### config.mk
export PLATFORM = sky130hd
export DESIGN_NAME = mem_access_unit
export DESIGN_NICKNAME = d
export VERILOG_FILES = /design/src/rtl/mem_access_unit.sv
export SDC_FILE = /design/constraint.sdc
export NUM_CORES = 1
export LEC_CHECK = 0
export ABC_CLOCK_PERIOD_IN_PS = 2050
export BUFFER_PORTS_ARGS = -buffer_cell sky130_fd_sc_hd__buf_2
export CAP_MARGIN = 20
export CELL_PAD_IN_SITES_DETAIL_PLACEMENT = 1
export CELL_PAD_IN_SITES_GLOBAL_PLACEMENT = 2
export CORE_ASPECT_RATIO = 1.4
export CORE_UTILIZATION = 27
export CTS_CLUSTER_DIAMETER = 100
export DETAILED_ROUTE_END_ITERATION = 8
export PLACE_DENSITY_LB_ADDON = 0.12
export SYNTH_ARGS = -nofsm -noshare
export SYNTH_HDL_FRONTEND = slang
export SYNTH_SLANG_ARGS = --single-unit
### constraint.sdc
create_clock -name i_clk -period 2.05 [get_ports i_clk]
set_input_delay 0 -clock i_clk [delete_from_list [all_inputs] [get_ports i_clk]]
set_output_delay 0 -clock i_clk [all_outputs]
set_load 0.02 [all_outputs]
### src/rtl/mem_access_unit.sv
// Data-memory stage: one outstanding load/store with lane alignment, load extension and an ack timeout.
// Optional macro MEM_ALIGN_CHECK_EN rejects misaligned half/word accesses without issuing a bus request.
module mem_access_unit #(
    parameter int unsigned TIMEOUT_CYCLES = 255
) (
    input  logic        i_clk,
    input  logic        i_rst,
    input  logic        i_in_valid,
    input  logic        i_mem_read_flag,
    input  logic        i_mem_write_flag,
    input  logic        i_mem_sign_ext_flag,
    input  logic [3:0]  i_mem_sel,
    input  logic [31:0] i_mem_write_data,
    input  logic [31:0] i_result,
    input  logic        i_reg_write_en,
    input  logic [4:0]  i_reg_write_addr,
    input  logic [31:0] i_current_pc_addr,
    output logic        o_stall_req,
    output logic        o_ram_en,
    output logic [3:0]  o_ram_write_en,
    output logic [31:0] o_ram_addr,
    output logic [31:0] o_ram_write_data,
    input  logic        i_ram_ack,
    input  logic [31:0] i_ram_read_data,
    output logic        o_out_valid,
    output logic [31:0] o_wb_data,
    output logic        o_wb_reg_write_en,
    output logic [4:0]  o_wb_reg_write_addr,
    output logic [31:0] o_wb_pc,
    output logic        o_bus_error,
    output logic        o_align_error
);
    typedef enum logic {
        IDLE     = 1'b0,
        WAIT_ACK = 1'b1
    } state_t;

    localparam logic [15:0] TIMEOUT_LAST = 16'(TIMEOUT_CYCLES - 1);

    state_t      r_state;
    state_t      w_state_nxt;
    logic        w_accept;
    logic        w_complete;
    logic        w_timeout;
    logic        w_mem_op;
    logic        w_misalign;
    logic [3:0]  w_lanes;
    logic [31:0] w_lane_data;
    logic [31:0] w_shifted;
    logic [31:0] w_load_data;

    logic [15:0] r_timer;
    logic        r_is_store;
    logic        r_sign_ext;
    logic [3:0]  r_sel;
    logic [1:0]  r_off;
    logic        r_rd_en;
    logic [4:0]  r_rd_addr;
    logic [31:0] r_pc;

    logic        r_ram_en;
    logic [3:0]  r_ram_write_en;
    logic [31:0] r_ram_addr;
    logic [31:0] r_ram_write_data;
    logic        r_out_valid;
    logic [31:0] r_wb_data;
    logic        r_wb_reg_write_en;
    logic [4:0]  r_wb_reg_write_addr;
    logic [31:0] r_wb_pc;
    logic        r_bus_error;

    assign w_mem_op    = i_mem_read_flag | i_mem_write_flag;
    // Four-bit result drops lanes shifted past byte 3 on misaligned accesses.
    assign w_lanes     = i_mem_sel << i_result[1:0];
    assign w_lane_data = i_mem_write_data << {i_result[1:0], 3'b000};

`ifdef MEM_ALIGN_CHECK_EN
    assign w_misalign = ((i_mem_sel == 4'b0011) && i_result[0]) ||
                        ((i_mem_sel == 4'b1111) && (i_result[1:0] != 2'b00));
`else
    assign w_misalign = 1'b0;
`endif

    always_ff @(posedge i_clk) begin
        if (i_rst) begin
            r_state <= IDLE;
        end else begin
            r_state <= w_state_nxt;
        end
    end

    always_comb begin
        w_state_nxt = r_state;
        w_accept    = 1'b0;
        w_complete  = 1'b0;
        w_timeout   = 1'b0;
        case (r_state)
            IDLE: begin
                if (i_in_valid) begin
                    w_accept = 1'b1;
                    if (w_mem_op && !w_misalign) begin
                        w_state_nxt = WAIT_ACK;
                    end
                end
            end
            WAIT_ACK: begin
                // Ack wins over the timeout when both land on the last allowed cycle.
                if (i_ram_ack) begin
                    w_complete  = 1'b1;
                    w_state_nxt = IDLE;
                end else if (r_timer == TIMEOUT_LAST) begin
                    w_timeout   = 1'b1;
                    w_state_nxt = IDLE;
                end
            end
            default: w_state_nxt = IDLE;
        endcase
    end

    assign w_shifted = i_ram_read_data >> {r_off, 3'b000};

    always_comb begin
        w_load_data = w_shifted;
        case (r_sel)
            4'b0001: w_load_data = {{24{r_sign_ext & w_shifted[7]}}, w_shifted[7:0]};
            4'b0011: w_load_data = {{16{r_sign_ext & w_shifted[15]}}, w_shifted[15:0]};
            default: w_load_data = w_shifted;
        endcase
    end

    always_ff @(posedge i_clk) begin
        if (i_rst) begin
            r_timer             <= 16'd0;
            r_is_store          <= 1'b0;
            r_sign_ext          <= 1'b0;
            r_sel               <= 4'd0;
            r_off               <= 2'd0;
            r_rd_en             <= 1'b0;
            r_rd_addr           <= 5'd0;
            r_pc                <= 32'd0;
            r_ram_en            <= 1'b0;
            r_ram_write_en      <= 4'd0;
            r_ram_addr          <= 32'd0;
            r_ram_write_data    <= 32'd0;
            r_out_valid         <= 1'b0;
            r_wb_data           <= 32'd0;
            r_wb_reg_write_en   <= 1'b0;
            r_wb_reg_write_addr <= 5'd0;
            r_wb_pc             <= 32'd0;
            r_bus_error         <= 1'b0;
        end else begin
            r_out_valid <= 1'b0;
            r_bus_error <= 1'b0;
            if (w_accept) begin
                if (!w_mem_op || w_misalign) begin
                    r_out_valid         <= 1'b1;
                    r_wb_data           <= i_result;
                    r_wb_reg_write_en   <= i_reg_write_en & ~w_mem_op;
                    r_wb_reg_write_addr <= i_reg_write_addr;
                    r_wb_pc             <= i_current_pc_addr;
                end else begin
                    r_timer          <= 16'd0;
                    r_is_store       <= i_mem_write_flag;
                    r_sign_ext       <= i_mem_sign_ext_flag;
                    r_sel            <= i_mem_sel;
                    r_off            <= i_result[1:0];
                    r_rd_en          <= i_reg_write_en;
                    r_rd_addr        <= i_reg_write_addr;
                    r_pc             <= i_current_pc_addr;
                    r_ram_en         <= 1'b1;
                    r_ram_addr       <= {i_result[31:2], 2'b00};
                    r_ram_write_en   <= i_mem_write_flag ? w_lanes : 4'b0000;
                    r_ram_write_data <= i_mem_write_flag ? w_lane_data : 32'd0;
                end
            end
            if (w_complete || w_timeout) begin
                r_ram_en            <= 1'b0;
                r_ram_write_en      <= 4'b0000;
                r_out_valid         <= 1'b1;
                r_bus_error         <= w_timeout;
                r_wb_data           <= (w_complete && !r_is_store) ? w_load_data : 32'd0;
                r_wb_reg_write_en   <= w_complete & r_rd_en & ~r_is_store;
                r_wb_reg_write_addr <= r_rd_addr;
                r_wb_pc             <= r_pc;
            end else if (r_state == WAIT_ACK) begin
                r_timer <= r_timer + 16'd1;
            end
        end
    end

`ifdef MEM_ALIGN_CHECK_EN
    logic r_align_error;
    always_ff @(posedge i_clk) begin
        if (i_rst) begin
            r_align_error <= 1'b0;
        end else begin
            r_align_error <= w_accept & w_mem_op & w_misalign;
        end
    end
    assign o_align_error = r_align_error;
`else
    assign o_align_error = 1'b0;
`endif

    assign o_stall_req         = (r_state == WAIT_ACK);
    assign o_ram_en            = r_ram_en;
    assign o_ram_write_en      = r_ram_write_en;
    assign o_ram_addr          = r_ram_addr;
    assign o_ram_write_data    = r_ram_write_data;
    assign o_out_valid         = r_out_valid;
    assign o_wb_data           = r_wb_data;
    assign o_wb_reg_write_en   = r_wb_reg_write_en;
    assign o_wb_reg_write_addr = r_wb_reg_write_addr;
    assign o_wb_pc             = r_wb_pc;
    assign o_bus_error         = r_bus_error;

endmodule

==> flow_metrics.tcl <==
set metrics [dict create \
    status "finished, violations left" \
    violations "DRC, setup timing" \
    clock_skew_ps 10.98 \
    via_count 10532 \
    seq_area_frac_synth 0.3999 \
    worstPathArrival_ps 2530 \
    final_util 0.4001 \
    ant_nets 0 \
    clock_path_buffers 3 \
    endpoint_kind "flop" \
    relSlewSlack 0.5970 \
    synth-seq-cells 202 \
    ir_drop_v 0.0005258 \
    hold_class "in -> reg" \
    start_kind "flop" \
    grt_pass1_vias 11090 \
    numCtsBuffers 24 \
    min_period_ps 2110 \
    gp_congestion 0.7786 \
    rsz0062_at_grt "true" \
    cts_max_level 1 \
    rows 83 \
    dieArea_um2 38240 \
    yosysWarnings 0 \
    finalMaxSlewViolations 0 \
    vias_per_cell 5.130 \
    cp_slowest_cell "or4b_4" \
    layout-drive-gt1-share 0.2855 \
    io_buffer_count 284 \
    finalSetupViolations 47 \
    finalNonFillerCells 2053 \
    fin_crit_sh 1.029 \
    ios 288 \
    synth_ff_type "dfxtp_1" \
    cts_tree "done" \
    synth_top_area_frac 0.3999 \
    grtUsageTotal 0.2143 \
    cp_cell_sequence "inv_2 -> ha_1 -> or4b_4 -> or3_4 -> o21a_1 -> buf_12 -> o211a_1" \
    syn_area_per_cell_um2 8.687 \
    area_growth_pct 45.46 \
    path_class "reg -> reg" \
    finalHoldViolCount 0 \
    cp_top_family "simple AND/OR/NAND/NOR gates" \
    start_util 0.2751 \
    grt_use_met2 0.3895 \
    cp.required_ps 2470 \
    max_freq_ghz 0.4740 \
    grt_pass1_wl_um 63540 \
    dp.cells 1863 \
    dieWidth_um 165.6 \
    drt_first_pass_iters 6 \
    drcViolationCount 32 \
    worst_pin_slew_ps 602.3 \
    syn_area_um2 10110 \
    power.density_nw_per_um2 727.9 \
    drv_cap 0 \
    synthCells 1164 \
    p_leak_nw 6.467 \
    cts_sinks 202 \
    wirelength_um 41650 \
    die_h_um 231.0 \
    synth_edf_count 0 \
    synth_area_leader_cell "dfxtp_1" \
    path_clk_slew_ps 60 \
    grt_max_degree 50 \
    slowest_delay_ps 460 \
    nNetsFinal 1715 \
    path_max_fanout 38 \
    use_met3 0.03845 \
    grt-busiest-layer "met2" \
    synth_area_leaders "dfxtp_1 (40%), nand2_1 (6.8%), mux2i_1 (6.5%), a21oi_1 (4.9%), o211a_1 (3.7%)" \
    wl_per_cell_um 20.29 \
    grt-ovfl-total 0 \
    core_area_um2 36760 \
    insertion_delay_ps 530 \
    antenna_found_initial 5 \
    place_hpwl_um 28650 \
    async_flop_share 0 \
    setup_slack_ps -59.58 \
    critPathBufInv 2 \
    use_met1 0.2473 \
    synth_cell_types 58 \
    clockRootBuffer "clkbuf_16" \
    drtIter0Drc 412 \
]
[flip-flops by register name, summed over array words and instances, names as in the netlist, 2 cells and up]
signal	count
o_ram_write_data	32
o_wb_data	32
o_wb_pc	32
r_pc	32
o_ram_addr	30
r_timer	16
o_wb_reg_write_addr	5
r_rd_addr	5
o_ram_write_en	4
r_sel	4
r_off	2
[what timing repair did]
item | CTS | global route
hold endpoints to repair | 177 | 0
gates resized for setup | 15 | 19
setup endpoints to repair | 74 | 85
pin swaps | 0 | 2
setup buffers | 1 | 0
hold buffers | 145 | 0
[synthesized netlist by cell type (4+ instances only)]
library cell,number
mux2_2,25
a311oi_1,16
clkbuf_1,95
o31a_1,24
o211ai_1,43
o2bb2ai_1,14
nor2b_1,4
nor3_1,25
a211oi_1,10
nand2_1,183
nor2_1,41
buf_2,11
o21ai_0,39
o211a_1,37
nor3b_1,27
o22ai_1,8
mux2i_1,66
dfxtp_1,202
or3_1,6
or2_2,4
nand3_1,15
inv_1,8
nand4_1,4
a21oi_1,100
or4_1,5
o21a_1,27
a211o_1,24
a22oi_1,35
buf_1,13
mux4_2,9
[kinds of logic (layout without fill, tap and decap cells)]
| kind of cell | after synthesis | count (layout) | synth area share |
|---|---|---|---|
| AO/OA/AOI/OAI | 387 | 387 | 0.2725 |
| multiplexers | 100 | 100 | 0.1132 |
| other | 1 | 6 | 0.0003708 |
| XOR/XNOR | 1 | 1 | 0.0008663 |
| flip-flops | 202 | 202 | 0.3999 |
| adder cells (fa/ha/maj) | 2 | 2 | 0.002474 |
| buffers and inverters | 133 | 550 | 0.05407 |
| AND/OR/NAND/NOR | 338 | 338 | 0.1566 |
[report_power, final]
group	switching [mW]	internal (mW)	total, mW	leakage [nW]
Combinational	1.14	0.978	2.12	4.43
Clock	1.73	2.56	4.29	0.381
Sequential	0.144	4.16	4.30	1.65
Total	3.01	7.69	10.7	6.47
[stage by stage]
stage                     setup slack (ps)  TNS, ps  power [mW]  cell area [µm²]  hold WS [ps]
after floorplan                     -109.7    -3916       5.484            10140         136.0
after global placement              -49.77   -107.2       6.246            12390         255.4
after detailed placement            -56.35    -2283       6.278            12390         262.9
after CTS                           -63.92    -2127       10.88            14640         10.34
after global routing                -119.8    -5984       11.24            14710         48.54
final                               -59.58    -1841       10.71            14710         33.64
[cell usage in the layout (no fill, tap or decap), types with 16 or more instances in the layout]
master,netlist,routed
a211o_1,24,24
nor2_1,41,41
buf_2,11,283
a22oi_1,35,35
nor3b_1,27,26
dfxtp_1,202,200
a311oi_1,16,16
mux2i_1,66,66
mux2_2,25,25
dlygate4sd3_1,0,145
buf_4,3,51
nand2_1,183,182
o211ai_1,43,43
o31a_1,24,24
nor3_1,25,25
o21a_1,27,26
a21oi_1,100,99
buf_12,0,16
clkbuf_16,0,25
o211a_1,37,37
o21ai_0,39,22
[final timing paths]
| kind | slack [ps] | cells past startpoint | startpoint | to |
|---|---|---|---|---|
| worst max-delay path | -60 | 7 | r_timer[0] | o_wb_reg_write_addr[1] |
| worst min-delay path | 30 | 5 | i_ram_read_data[8] | o_wb_data[0] |
| worst max register to register | -60 | 7 | r_timer[0] | o_wb_reg_write_addr[1] |
| worst min register to register | 450 | 2 | o_ram_addr[14] | o_ram_addr[14] |
[metal layers]
| metal | wire, µm | up-vias |
|---|---|---|
| li1 | - | 5106 |
| met1 | 17150 | 5128 |
| met2 | 21370 | 233 |
| met3 | 2003 | 61 |
| met4 | 1092 | 4 |
| met5 | 26 | - |
[layout make-up]
cell class | instances | area, µm²
Timing Repair Buffer | 501 | 3638
Clock buffer | 38 | 734.5
Clock inverter | 3 | 40.04
Multi-Input combinational cell | 831 | 5628
Antenna cell | 3 | 7.507
Fill cell | 4368 | 22050
Tap cell | 467 | 584.3
Inverter | 8 | 30.03
Sequential cell | 202 | 4046
[worst min-delay path, delay by kind of cell]
kind / cells / cell delay [ps]
AO/OA/AOI/OAI: 2 / 260
buffers and inverters: 1 / 90
multiplexers: 1 / 90
AND/OR/NAND/NOR: 1 / 80
No activity file was read; power rests on OpenSTA's default activity.
